## src/rtl/mem_control_pkg.sv

```systemverilog
// Shared memory-controller types: DRAM command encoding and scheduler FSM states.
package mem_control;

    typedef enum logic [2:0] {
        READ      = 3'd0,
        WRITE     = 3'd1,
        ACTIVATE  = 3'd2,
        PRECHARGE = 3'd3
    } cmd_e;

    typedef enum logic [2:0] {
        IDLE  = 3'd0,
        CHECK = 3'd1,
        PRE   = 3'd2,
        ACT   = 3'd3,
        RW    = 3'd4
    } state_e;

    // Index width that stays legal (>=1) for single-entry dimensions.
    function automatic int unsigned clog2_min1(input int unsigned n);
        return (n > 1) ? $clog2(n) : 1;
    endfunction

endpackage

```

## src/rtl/address_parser.sv

```systemverilog
// Splits a physical address into column, bank, bank group and row fields
// above a 3-bit byte offset.
module address_parser #(
    parameter int ROW_BITS   = 8,
    parameter int COL_BITS   = 4,
    parameter int BA_W       = 2,
    parameter int BG_W       = 1,
    parameter int PADDR_BITS = 19
) (
    input  logic [PADDR_BITS-1:0] addr_i,
    output logic [COL_BITS-1:0]   col_o,
    output logic [BA_W-1:0]       bank_o,
    output logic [BG_W-1:0]       bg_o,
    output logic [ROW_BITS-1:0]   row_o
);

    localparam int COL_LSB = 3;
    localparam int BA_LSB  = COL_LSB + COL_BITS;
    localparam int BG_LSB  = BA_LSB + BA_W;
    localparam int ROW_LSB = BG_LSB + BG_W;
    localparam int USED    = ROW_LSB + ROW_BITS;

    assign col_o  = addr_i[BA_LSB-1:COL_LSB];
    assign bank_o = addr_i[BG_LSB-1:BA_LSB];
    assign bg_o   = addr_i[ROW_LSB-1:BG_LSB];
    assign row_o  = addr_i[USED-1:ROW_LSB];

    // Byte offset and any spare high bits do not address a line.
    logic unused_addr;
    if (PADDR_BITS > USED) begin : g_hi
        assign unused_addr = ^{addr_i[COL_LSB-1:0], addr_i[PADDR_BITS-1:USED]};
    end else begin : g_nohi
        assign unused_addr = ^addr_i[COL_LSB-1:0];
    end

endmodule

```

## src/rtl/bank_cmd_scheduler.sv

```systemverilog
// Single-request DRAM bank scheduler: open-row check, PRE/ACT/column sequencing
// with per-bank timers and a global column-gap counter; all outputs registered.
module bank_cmd_scheduler
    import mem_control::*;
#(
    parameter int ROW_BITS           = 8,
    parameter int COL_BITS           = 4,
    parameter int BANK_GROUPS        = 2,
    parameter int BANKS_PER_GROUP    = 4,
    parameter int PADDR_BITS         = 19,
    parameter int ACTIVATION_LATENCY = 8,
    parameter int PRECHARGE_LATENCY  = 5,
    parameter int BURST_CYCLES       = 8,
    localparam int BG_W  = clog2_min1(BANK_GROUPS),
    localparam int BA_W  = clog2_min1(BANKS_PER_GROUP)
) (
    input  logic                  clk_in,
    input  logic                  rst_N_in,
    input  logic                  req_valid_in,
    output logic                  req_ready_out,
    input  logic [PADDR_BITS-1:0] req_addr_in,
    input  logic                  req_write_in,
    input  logic [7:0][63:0]      req_data_in,
    output logic [2:0]            cmd_out,
    output logic                  valid_out,
    output logic [BG_W-1:0]       bank_group_out,
    output logic [BA_W-1:0]       bank_out,
    output logic [ROW_BITS-1:0]   row_out,
    output logic [COL_BITS-1:0]   col_out,
    output logic [7:0][63:0]      val_out
);

    localparam int NB    = BANK_GROUPS * BANKS_PER_GROUP;
    localparam int BI_W  = clog2_min1(NB);
    localparam int TMAX  = (ACTIVATION_LATENCY > PRECHARGE_LATENCY) ?
                           ACTIVATION_LATENCY : PRECHARGE_LATENCY;
    localparam int TMR_W = clog2_min1(TMAX + 1);
    localparam int GAP_W = clog2_min1(BURST_CYCLES + 1);

    state_e state_q, state_d;

    // Held request
    logic [COL_BITS-1:0] rq_col_q;
    logic [BA_W-1:0]     rq_ba_q;
    logic [BG_W-1:0]     rq_bg_q;
    logic [ROW_BITS-1:0] rq_row_q;
    logic                rq_wr_q;
    logic [7:0][63:0]    rq_data_q;

    // Per-bank state
    logic [TMR_W-1:0]    tmr_q      [NB];
    logic [ROW_BITS-1:0] open_row_q [NB];
    logic [NB-1:0]       open_q;
    logic [GAP_W-1:0]    gap_q;

    // Registered outputs
    logic                ready_q;
    logic                valid_q;
    cmd_e                cmd_q;
    logic [BG_W-1:0]     bg_q;
    logic [BA_W-1:0]     ba_q;
    logic [ROW_BITS-1:0] row_q;
    logic [COL_BITS-1:0] col_q;
    logic [7:0][63:0]    val_q;

    logic [COL_BITS-1:0] dec_col;
    logic [BA_W-1:0]     dec_ba;
    logic [BG_W-1:0]     dec_bg;
    logic [ROW_BITS-1:0] dec_row;

    logic            hs;
    logic            issue;
    cmd_e            issue_cmd;
    logic [BI_W-1:0] bidx;
    logic            is_col;

    address_parser #(
        .ROW_BITS   (ROW_BITS),
        .COL_BITS   (COL_BITS),
        .BA_W       (BA_W),
        .BG_W       (BG_W),
        .PADDR_BITS (PADDR_BITS)
    ) u_parser (
        .addr_i (req_addr_in),
        .col_o  (dec_col),
        .bank_o (dec_ba),
        .bg_o   (dec_bg),
        .row_o  (dec_row)
    );

    assign hs     = req_valid_in && ready_q;
    assign bidx   = BI_W'(rq_bg_q) * BI_W'(BANKS_PER_GROUP) + BI_W'(rq_ba_q);
    assign is_col = issue && (issue_cmd == READ || issue_cmd == WRITE);

    always_ff @(posedge clk_in or negedge rst_N_in) begin
        if (!rst_N_in) state_q <= IDLE;
        else           state_q <= state_d;
    end

    always_comb begin
        state_d   = state_q;
        issue     = 1'b0;
        issue_cmd = READ;
        case (state_q)
            IDLE:  if (hs) state_d = CHECK;
            CHECK: begin
                if (!open_q[bidx])                       state_d = ACT;
                else if (open_row_q[bidx] == rq_row_q)   state_d = RW;
                else                                     state_d = PRE;
            end
            PRE: if (tmr_q[bidx] == '0) begin
                issue     = 1'b1;
                issue_cmd = PRECHARGE;
                state_d   = ACT;
            end
            ACT: if (tmr_q[bidx] == '0) begin
                issue     = 1'b1;
                issue_cmd = ACTIVATE;
                state_d   = RW;
            end
            RW: if (tmr_q[bidx] == '0 && gap_q == '0) begin
                issue     = 1'b1;
                issue_cmd = rq_wr_q ? WRITE : READ;
                state_d   = IDLE;
            end
            default: state_d = IDLE;
        endcase
    end

    always_ff @(posedge clk_in or negedge rst_N_in) begin
        if (!rst_N_in) begin
            for (int b = 0; b < NB; b++) begin
                tmr_q[b]      <= '0;
                open_row_q[b] <= '0;
            end
            open_q    <= '0;
            gap_q     <= '0;
            rq_col_q  <= '0;
            rq_ba_q   <= '0;
            rq_bg_q   <= '0;
            rq_row_q  <= '0;
            rq_wr_q   <= 1'b0;
            rq_data_q <= '0;
            ready_q   <= 1'b0;
            valid_q   <= 1'b0;
            cmd_q     <= READ;
            bg_q      <= '0;
            ba_q      <= '0;
            row_q     <= '0;
            col_q     <= '0;
            val_q     <= '0;
        end else begin
            // Load wins over decrement only for the bank being commanded.
            for (int b = 0; b < NB; b++) begin
                if (issue && BI_W'(b) == bidx && issue_cmd == PRECHARGE) begin
                    tmr_q[b]  <= TMR_W'(PRECHARGE_LATENCY);
                    open_q[b] <= 1'b0;
                end else if (issue && BI_W'(b) == bidx && issue_cmd == ACTIVATE) begin
                    tmr_q[b]      <= TMR_W'(ACTIVATION_LATENCY);
                    open_q[b]     <= 1'b1;
                    open_row_q[b] <= rq_row_q;
                end else if (tmr_q[b] != '0) begin
                    tmr_q[b] <= tmr_q[b] - 1'b1;
                end
            end

            if (is_col)            gap_q <= GAP_W'(BURST_CYCLES);
            else if (gap_q != '0)  gap_q <= gap_q - 1'b1;

            if (hs) begin
                rq_col_q  <= dec_col;
                rq_ba_q   <= dec_ba;
                rq_bg_q   <= dec_bg;
                rq_row_q  <= dec_row;
                rq_wr_q   <= req_write_in;
                rq_data_q <= req_data_in;
            end

            ready_q <= (state_d == IDLE);
            valid_q <= issue;
            if (issue) begin
                cmd_q <= issue_cmd;
                bg_q  <= rq_bg_q;
                ba_q  <= rq_ba_q;
                row_q <= rq_row_q;
                col_q <= rq_col_q;
            end
            if (issue && issue_cmd == WRITE) val_q <= rq_data_q;
        end
    end

    assign req_ready_out  = ready_q;
    assign valid_out      = valid_q;
    assign cmd_out        = cmd_q;
    assign bank_group_out = bg_q;
    assign bank_out       = ba_q;
    assign row_out        = row_q;
    assign col_out        = col_q;
    assign val_out        = val_q;

endmodule
```

## config.mk

```make
export PLATFORM = sky130hd
export DESIGN_NAME = bank_cmd_scheduler
export DESIGN_NICKNAME = d
export VERILOG_FILES = /design/src/rtl/mem_control_pkg.sv /design/src/rtl/address_parser.sv /design/src/rtl/bank_cmd_scheduler.sv
export SDC_FILE = /design/constraint.sdc
export NUM_CORES = 1
export LEC_CHECK = 0
export ABC_AREA = 1
export CAP_MARGIN = 20
export CORE_AREA = 2 2 420 422
export DETAILED_ROUTE_END_ITERATION = 12
export DIE_AREA = 0 0 422 424
export SLEW_MARGIN = 10
export SYNTH_ARGS = -nofsm -noshare
export SYNTH_HDL_FRONTEND = slang
export SYNTH_SLANG_ARGS = --single-unit
```

## constraint.sdc

```tcl
create_clock -name clk_in -period 2.2 [get_ports clk_in]
set_input_delay 0.33 -clock clk_in [delete_from_list [all_inputs] [get_ports clk_in]]
set_output_delay 0.33 -clock clk_in [all_outputs]
set_load 0.005 [all_outputs]
```

-- Word level (Yosys, flattened, before mapping)
Cells that the tools add are included.
- add/sub/neg operators: 10
- order comparisons: 2
- equality and inequality tests: 15
- multiplexer cells: 65
- bitwise logic cells: 9
- reduce and logical (&&, ||, !) cells: 70
- operator list (cell ; number):
    $mux W4 ; 28
    $reduce_bool A4 Y1 ; 9
    $sub A4 B1 Y4 const B ; 9
    $logic_and A1 B1 Y1 ; 28
    $bmux W8 S3 ; 1
    $reduce_bool A3 Y1 ; 8
    $mux W1 ; 21
    $mux W3 ; 6
    $reduce_bool A2 Y1 ; 9
    $mux W8 ; 2
    $reduce_and A2 Y1 ; 8
    $pmux W3 S5 ; 1
    $bmux W4 S3 ; 1
    $eq A3 B2 Y1 const B ; 4
    $eq A3 B3 Y1 const A ; 4
    $logic_not A3 Y1 ; 4
    $eq A8 B8 Y1 ; 1
    $logic_not A4 Y1 ; 2
    $not A1 Y1 ; 8
    $eq A2 B3 Y1 const A ; 2
    $eq A3 B1 Y1 const B ; 2
    $pmux W2 S3 ; 1
    $ge A4 B4 Y1 const B ; 1
    $lt A3 B4 Y1 const B ; 1
    9 further kinds ; 10
- bits in registers: 1171
- bits of input ports: 535
- output and inout bits: 532

-- Longest topological paths before layout
- depth in word-level cells: 13
- depth in mapped cells: 16

-- Cells and area by module
From an unflattened synthesis, not the netlist that was laid out.
- cells, all modules: 4555
- area total of the unflattened synthesis: 45359.8 um^2
- by module, submodules not included (module ; times used ; cells each ; area an instance (um^2)):
    bank_cmd_scheduler ; 1 ; 4540 ; 45247.1
    address_parser ; 1 ; 15 ; 112.6

-- Least setup slack after synthesis
No wires, ideal clock.
- path kind: register to register
- from: register rq_ba_q[0]
- to: register tmr_q[12] (netlist name)
- library setup time: 0.117 ns
- arrival: 1.875 ns
- required time: 2.083 ns
- slack: 0.208 ns
- cell stages (with the launch flop): 15
- cell sequence: dfrtp_1 buf_4 nor2_2 buf_6 o21ai_2 nand4_1 nand2_2 nand3_4 inv_2 nand2_2 buf_4 buf_2 nand3_1 nand2_1 nand2_1
- word-level cells in the longest chain between the ends: 13
- ends and longest elaborated chain (element ; line ; source):
    start: declaration ; bank_cmd_scheduler.sv:44 ; logic [BA_W-1:0] rq_ba_q;
    start signal: assignment ; bank_cmd_scheduler.sv:139 ; rq_ba_q <= '0;
    start signal: assignment ; bank_cmd_scheduler.sv:172 ; rq_ba_q <= dec_ba;
    $add A3 B2 Y3 (*) ; bank_cmd_scheduler.sv:92 ; assign bidx = BI_W'(rq_bg_q) * BI_W'(BANKS_PER_GROUP) + BI_W'(rq_ba_q);
    $not A3 Y4 (implied by the code) ; bank_cmd_scheduler.sv:111, bank_cmd_scheduler.sv:116, bank_cmd_scheduler.sv:121 ;
    $bmux W4 S3 ; bank_cmd_scheduler.sv:111, bank_cmd_scheduler.sv:116, bank_cmd_scheduler.sv:121 ;
    $mux W4 (implied by the code) (2 in series) ; bank_cmd_scheduler.sv:111, bank_cmd_scheduler.sv:116, bank_cmd_scheduler.sv:121 ;
    $logic_not A4 Y1 ; bank_cmd_scheduler.sv:111, bank_cmd_scheduler.sv:116, bank_cmd_scheduler.sv:121 ;
    $logic_and A1 B1 Y1 ; bank_cmd_scheduler.sv:121 ; RW: if (tmr_q[bidx] == '0 && gap_q == '0) begin
    $mux W1 ; bank_cmd_scheduler.sv:121 ;
    $pmux W2 S3 / $pmux W1 S2 (equally long branches) ; bank_cmd_scheduler.sv:104 ; case (state_q)
    $eq A3 B2 Y1 / $logic_and A1 B1 Y1 (equally long branches) ; bank_cmd_scheduler.sv:158, bank_cmd_scheduler.sv:155 ;
    $logic_and A1 B1 Y1 ; bank_cmd_scheduler.sv:158 ; end else if (issue && BI_W'(b) == bidx && issue_cmd == ACTIVATE) begin
    $mux W4 ; bank_cmd_scheduler.sv:158 ;
    $mux W4 ; bank_cmd_scheduler.sv:155 ; if (issue && BI_W'(b) == bidx && issue_cmd == PRECHARGE) begin
    end signal: indexed assignment ; bank_cmd_scheduler.sv:156 ; tmr_q[b] <= TMR_W'(PRECHARGE_LATENCY);
    end signal: indexed assignment ; bank_cmd_scheduler.sv:159 ; tmr_q[b] <= TMR_W'(ACTIVATION_LATENCY);
    end signal: indexed assignment ; bank_cmd_scheduler.sv:163 ; tmr_q[b] <= tmr_q[b] - 1'b1;
    end: declaration ; bank_cmd_scheduler.sv:51 ; logic [TMR_W-1:0] tmr_q [NB];
Mark *: on every way between the ends. The rest lies on a longest branch, timed or not. The select of a mux whose other input is x is not followed.
A chain may end at the register's enable or synchronous reset.

-- Worst setup path in the final report
- from: register rq_ba_q[0]
- to: register val_q (netlist bit val_out[494])
- word-level cells in the longest chain between the ends: 11
- ends and longest elaborated chain (element ; line ; source):
    $add A3 B2 Y3 (*) ; bank_cmd_scheduler.sv:92 ;
    $not A3 Y4 (implied by the code) (*) ; bank_cmd_scheduler.sv:111, bank_cmd_scheduler.sv:116, bank_cmd_scheduler.sv:121 ;
    $bmux W4 S3 (*) ; bank_cmd_scheduler.sv:111, bank_cmd_scheduler.sv:116, bank_cmd_scheduler.sv:121 ;
    $mux W4 (implied by the code) (*) (2 in series) ; bank_cmd_scheduler.sv:111, bank_cmd_scheduler.sv:116, bank_cmd_scheduler.sv:121 ;
    $logic_not A4 Y1 (*) ; bank_cmd_scheduler.sv:111, bank_cmd_scheduler.sv:116, bank_cmd_scheduler.sv:121 ;
    $logic_and A1 B1 Y1 ; bank_cmd_scheduler.sv:121 ;
    $mux W1 ; bank_cmd_scheduler.sv:121 ;
    $pmux W2 S3 ; bank_cmd_scheduler.sv:104 ;
    $eq A3 B1 Y1 ; bank_cmd_scheduler.sv:188 ; if (issue && issue_cmd == WRITE) val_q <= rq_data_q;
    $logic_and A1 B1 Y1 (*) ; bank_cmd_scheduler.sv:188 ;
    end signal: assignment ; bank_cmd_scheduler.sv:188 ;
    end: declaration ; bank_cmd_scheduler.sv:64 ; logic [7:0][63:0] val_q;
Marks and branches as above.

==> flow_summary_export.csv <==
group,metric,value,unit
setup_path,critPathKind,"reg -> reg",
yosys,dominantRegCellSynth,"dfrtp_1",
routing,wl_per_cell,19.10,um
global_route,grt_use_total,16.72,%
floorplan,dieArea,178900,um^2
layout,drive_above_1_share,12.63,%
setup_path,rrSetupSlack,-10,ps
pwr,leakagePower,31.10,nW
floorplan,rows,154,
floorplan,die_y,424,um
global_route,grt_pass1_vias,35408,
placement,io_buffer_count,1061,
timing,post-route-period-util,100.5,%
routing,vias,35799,
pwr,finalPower,78.78,mW
yosys,netlist_area,45170,um^2
routing,wirelength,156300,um
setup_path,crit_path_max_fanout,36,
timing,setup_viol,7,
setup_path,cp.required,2830,ps
clocking,cts_made_buffers,135,
clocking,clk_pin_slew,60,ps
setup_path,cp_num_buf_inv,6,
layout,post-route-util,37.54,%
global_route,gr-total-overflow,0,
timing,slew_viol_final,0,
pwr,swShare,32.46,%
run_status,outcome,"finished, violations left",
floorplan,start_util,25.82,%
setup_path,r2r-start,"rq_ba_q[0]$_DFFE_PN0P_",
routing,viasPerCell,4.374,
yosys,syn_avg_cell_area,10.01,um^2
placement,place_area,60180,um^2
global_route,antenna_found_initial,43,
layout,syn_to_final_growth,45.41,%
routing,route.detailed.drc,0,
setup_path,worstPathArrival,2850,ps
timing,skew,37.63,ps
timing,clock.fmax,452.4,MHz
yosys,syn_nets,5066,
yosys,syn-instance-count,4513,
clocking,cts_tree,"done",
min_path,hp-class,"in -> reg",
layout,finalNetCount,6264,
setup_path,max_stage_delay,460,ps
global_route,grt_pass1_wl,227300,um
placement,dp_slack,-145.0,ps
timing,setup_ws,-10.65,ps
clocking,clockRootBuffer,"clkbuf_16",
clocking,clk_latency,780,ps
placement,finalWeightedCongestion,0.8720,
timing,fin_crit,2211,ps
timing,hold_viol,0,
setup_path,cp_top_family,"buffers and inverters",
global_route,grt_max_degree,118,
min_path,min_to,"rq_data_q[241]$_DFFE_PN0P_",
routing,drt-initial-drc-count,2594,
yosys,synthArstFlopShare,100.0,%
yosys,ys_ff_latch,1170,
floorplan,core,175000,um^2
pwr,pwr-share-seq,41.5,%
layout,nFillCells,17370,
setup_path,worstRegToRegCells,14,
layout,stdcell_area,65690,um^2
setup_path,cp_cell_sequence,"inv_2, buf_4, nor2_2, a21oi_2, nand4_1, nand2_2, nand3_4, inv_6, nand2_8, buf_16, buf_12, buf_12, nand2_1, o21ai_0",
run_status,violations,"negative setup slack",
setup_path,slowest_stage,"dfrtp_2",
setup_path,timing.rr.end,"val_out[494]$_DFFE_PN0P_",
yosys,yosysWarnings,0,
timing,worst_hold_slack,126.3,ps
min_path,min_path_cells,3,
floorplan,ios,1067,
timing,grt_setup_unrepaired,"yes",
layout,final_common_cell,"dfrtp_1",
clocking,htreeDepth,4,
clocking,clockBufferDepth,3,
pwr,pwr-share-comb,29.8,%
yosys,ys_types,37,
pwr,power.internal,53.21,mW
setup_path,path_common_cell,"buf_12",
placement,hpwl,114100,um
run,cap_violations,0,
min_path,min-delay-start,"req_data_in[241]",
floorplan,die_x,422,um
setup_path,end_kind,"register",
routing,first_pass_iters,5,
pwr,power_frac_clock,28.6,%
yosys,seq_area_frac_synth,64.81,%
routing,postRouteAntennaNets,0,
timing,tightest_slew,694.0,ps
layout,layout_common_cells,"dfrtp_1, clkdlybuf4s50_1, nand2_1",
pwr,power.density,1199,nW/um^2
pwr,ir_drop,860.0,uV
yosys,synth_edf_count,0,
timing,slew_headroom,53.73,%
pwr,power_switching,25.57,mW
setup_path,setup.worst_path.start_class,"register",
clocking,cts_sinks,1170,
-- synthesized netlist by cell type, drive strengths merged (2+ instances only) --
master  instances  area, um^2
dfrtp        1170       29280
nand3         253        1289
ha             18       225.2
and3            2       12.51
nand4          21       167.7
nand2        1001        3777
o211ai          8       60.06
inv           419        1573
xnor2           6       52.55
o21ai         417        2091
nor2          377        1420
mux2          189        2128
a21oi         349        1747
clkbuf        152       571.8
nand3b          2       15.01
xor2           11       96.34
buf           106       593.1
nor3            8       51.30
-- kinds of logic after synthesis --
logic type / synth area share [%]
buffers and inverters: 6.060
AOI/OAI and AO/OA: 8.675
xor gates and xnor gates: 0.3296
DFF: 64.81
adders and majority gates: 0.4986
other: 0.008301
and+or+nand+nor: 14.90
muxes: 4.711
-- worst reg2reg max path, stage by stage (launching register included) --
cell,delay [ps]
dfrtp_2,460
inv_2,120
buf_4,130
nor2_2,40
a21oi_2,120
nand4_1,120
nand2_2,120
nand3_4,110
inv_6,100
nand2_8,70
buf_16,170
buf_12,210
buf_12,160
nand2_1,80
o21ai_0,70
-- through the flow --
stage / TNS, ps / cells
floorplan: 0 / 4513
global placement: -15500 / 7882
detailed placement: -8175 / 7882
CTS: -260.4 / 8132
global route: -29010 / 8182
finish: -28.17 / 8184
-- power by group through the flow --
stage	Sequential (mW)	Clock [mW]	Combinational, mW
global placement	32.8	0	22.6
finish	32.7	22.6	23.5
floorplan	31.9	0	11.9
global route	33.5	24.0	26.0
detailed placement	32.9	0	23.1
CTS	32.6	23.1	23.5
-- state kept, by name, summed over array words and instances, names as in the netlist, 8 cells and up --
| register | flops |
|---|---|
| tmr_q | 32 |
| row_out | 8 |
| val_out | 512 |
| rq_row_q | 8 |
| open_q | 8 |
| rq_data_q | 512 |
| open_row_q | 64 |
-- cell type report --
| type | count | area (um^2) | area share, % |
|---|---|---|---|
| clock inverter | 41 | 510.5 | 0.7772 |
| inverter | 419 | 1590 | 2.421 |
| timing repair buffer | 1319 | 13910 | 21.18 |
| multi-input combinational | 2666 | 13410 | 20.42 |
| sequential | 1170 | 29290 | 44.58 |
| clock buffer | 196 | 3960 | 6.029 |
| antenna | 33 | 82.58 | 0.1257 |
| tap | 2340 | 2928 | 4.457 |
-- per-layer routing --
layer	global-route usage, %	share of wire (%)
met4	7.952	3.8
met2	26.82	49
met1	20.41	41
met5	0	0.031
met3	5.222	6.8
-- worst max path at each step --
stage               cells past startpoint                   start  slack [ps]                          to
floorplan                              14  rq_ba_q[0]$_DFFE_PN0P_         210       tmr_q[12]$_DFFE_PN0P_
global placement                       14   tmr_q[26]$_DFFE_PN0P_        -170        tmr_q[6]$_DFFE_PN0P_
detailed placement                     14  rq_ba_q[1]$_DFFE_PN0P_        -150  open_row_q[47]$_DFFE_PN0P_
CTS                                    15  rq_ba_q[1]$_DFFE_PN0P_         -40  open_row_q[45]$_DFFE_PN0P_
global route                           15   tmr_q[26]$_DFFE_PN0P_        -160    val_out[493]$_DFFE_PN0P_
finish                                 14  rq_ba_q[0]$_DFFE_PN0P_         -10    val_out[494]$_DFFE_PN0P_
-- repair_timing --
item                       CTS  global route
setup endpoints to repair  326           518
hold endpoints to repair   775             0
pin swaps                   11            22
gates cloned                 3            11
gates resized for setup     50            84
hold buffers                 1             0
buffers inserted             9             9
(Power assumes the default switching activity.)
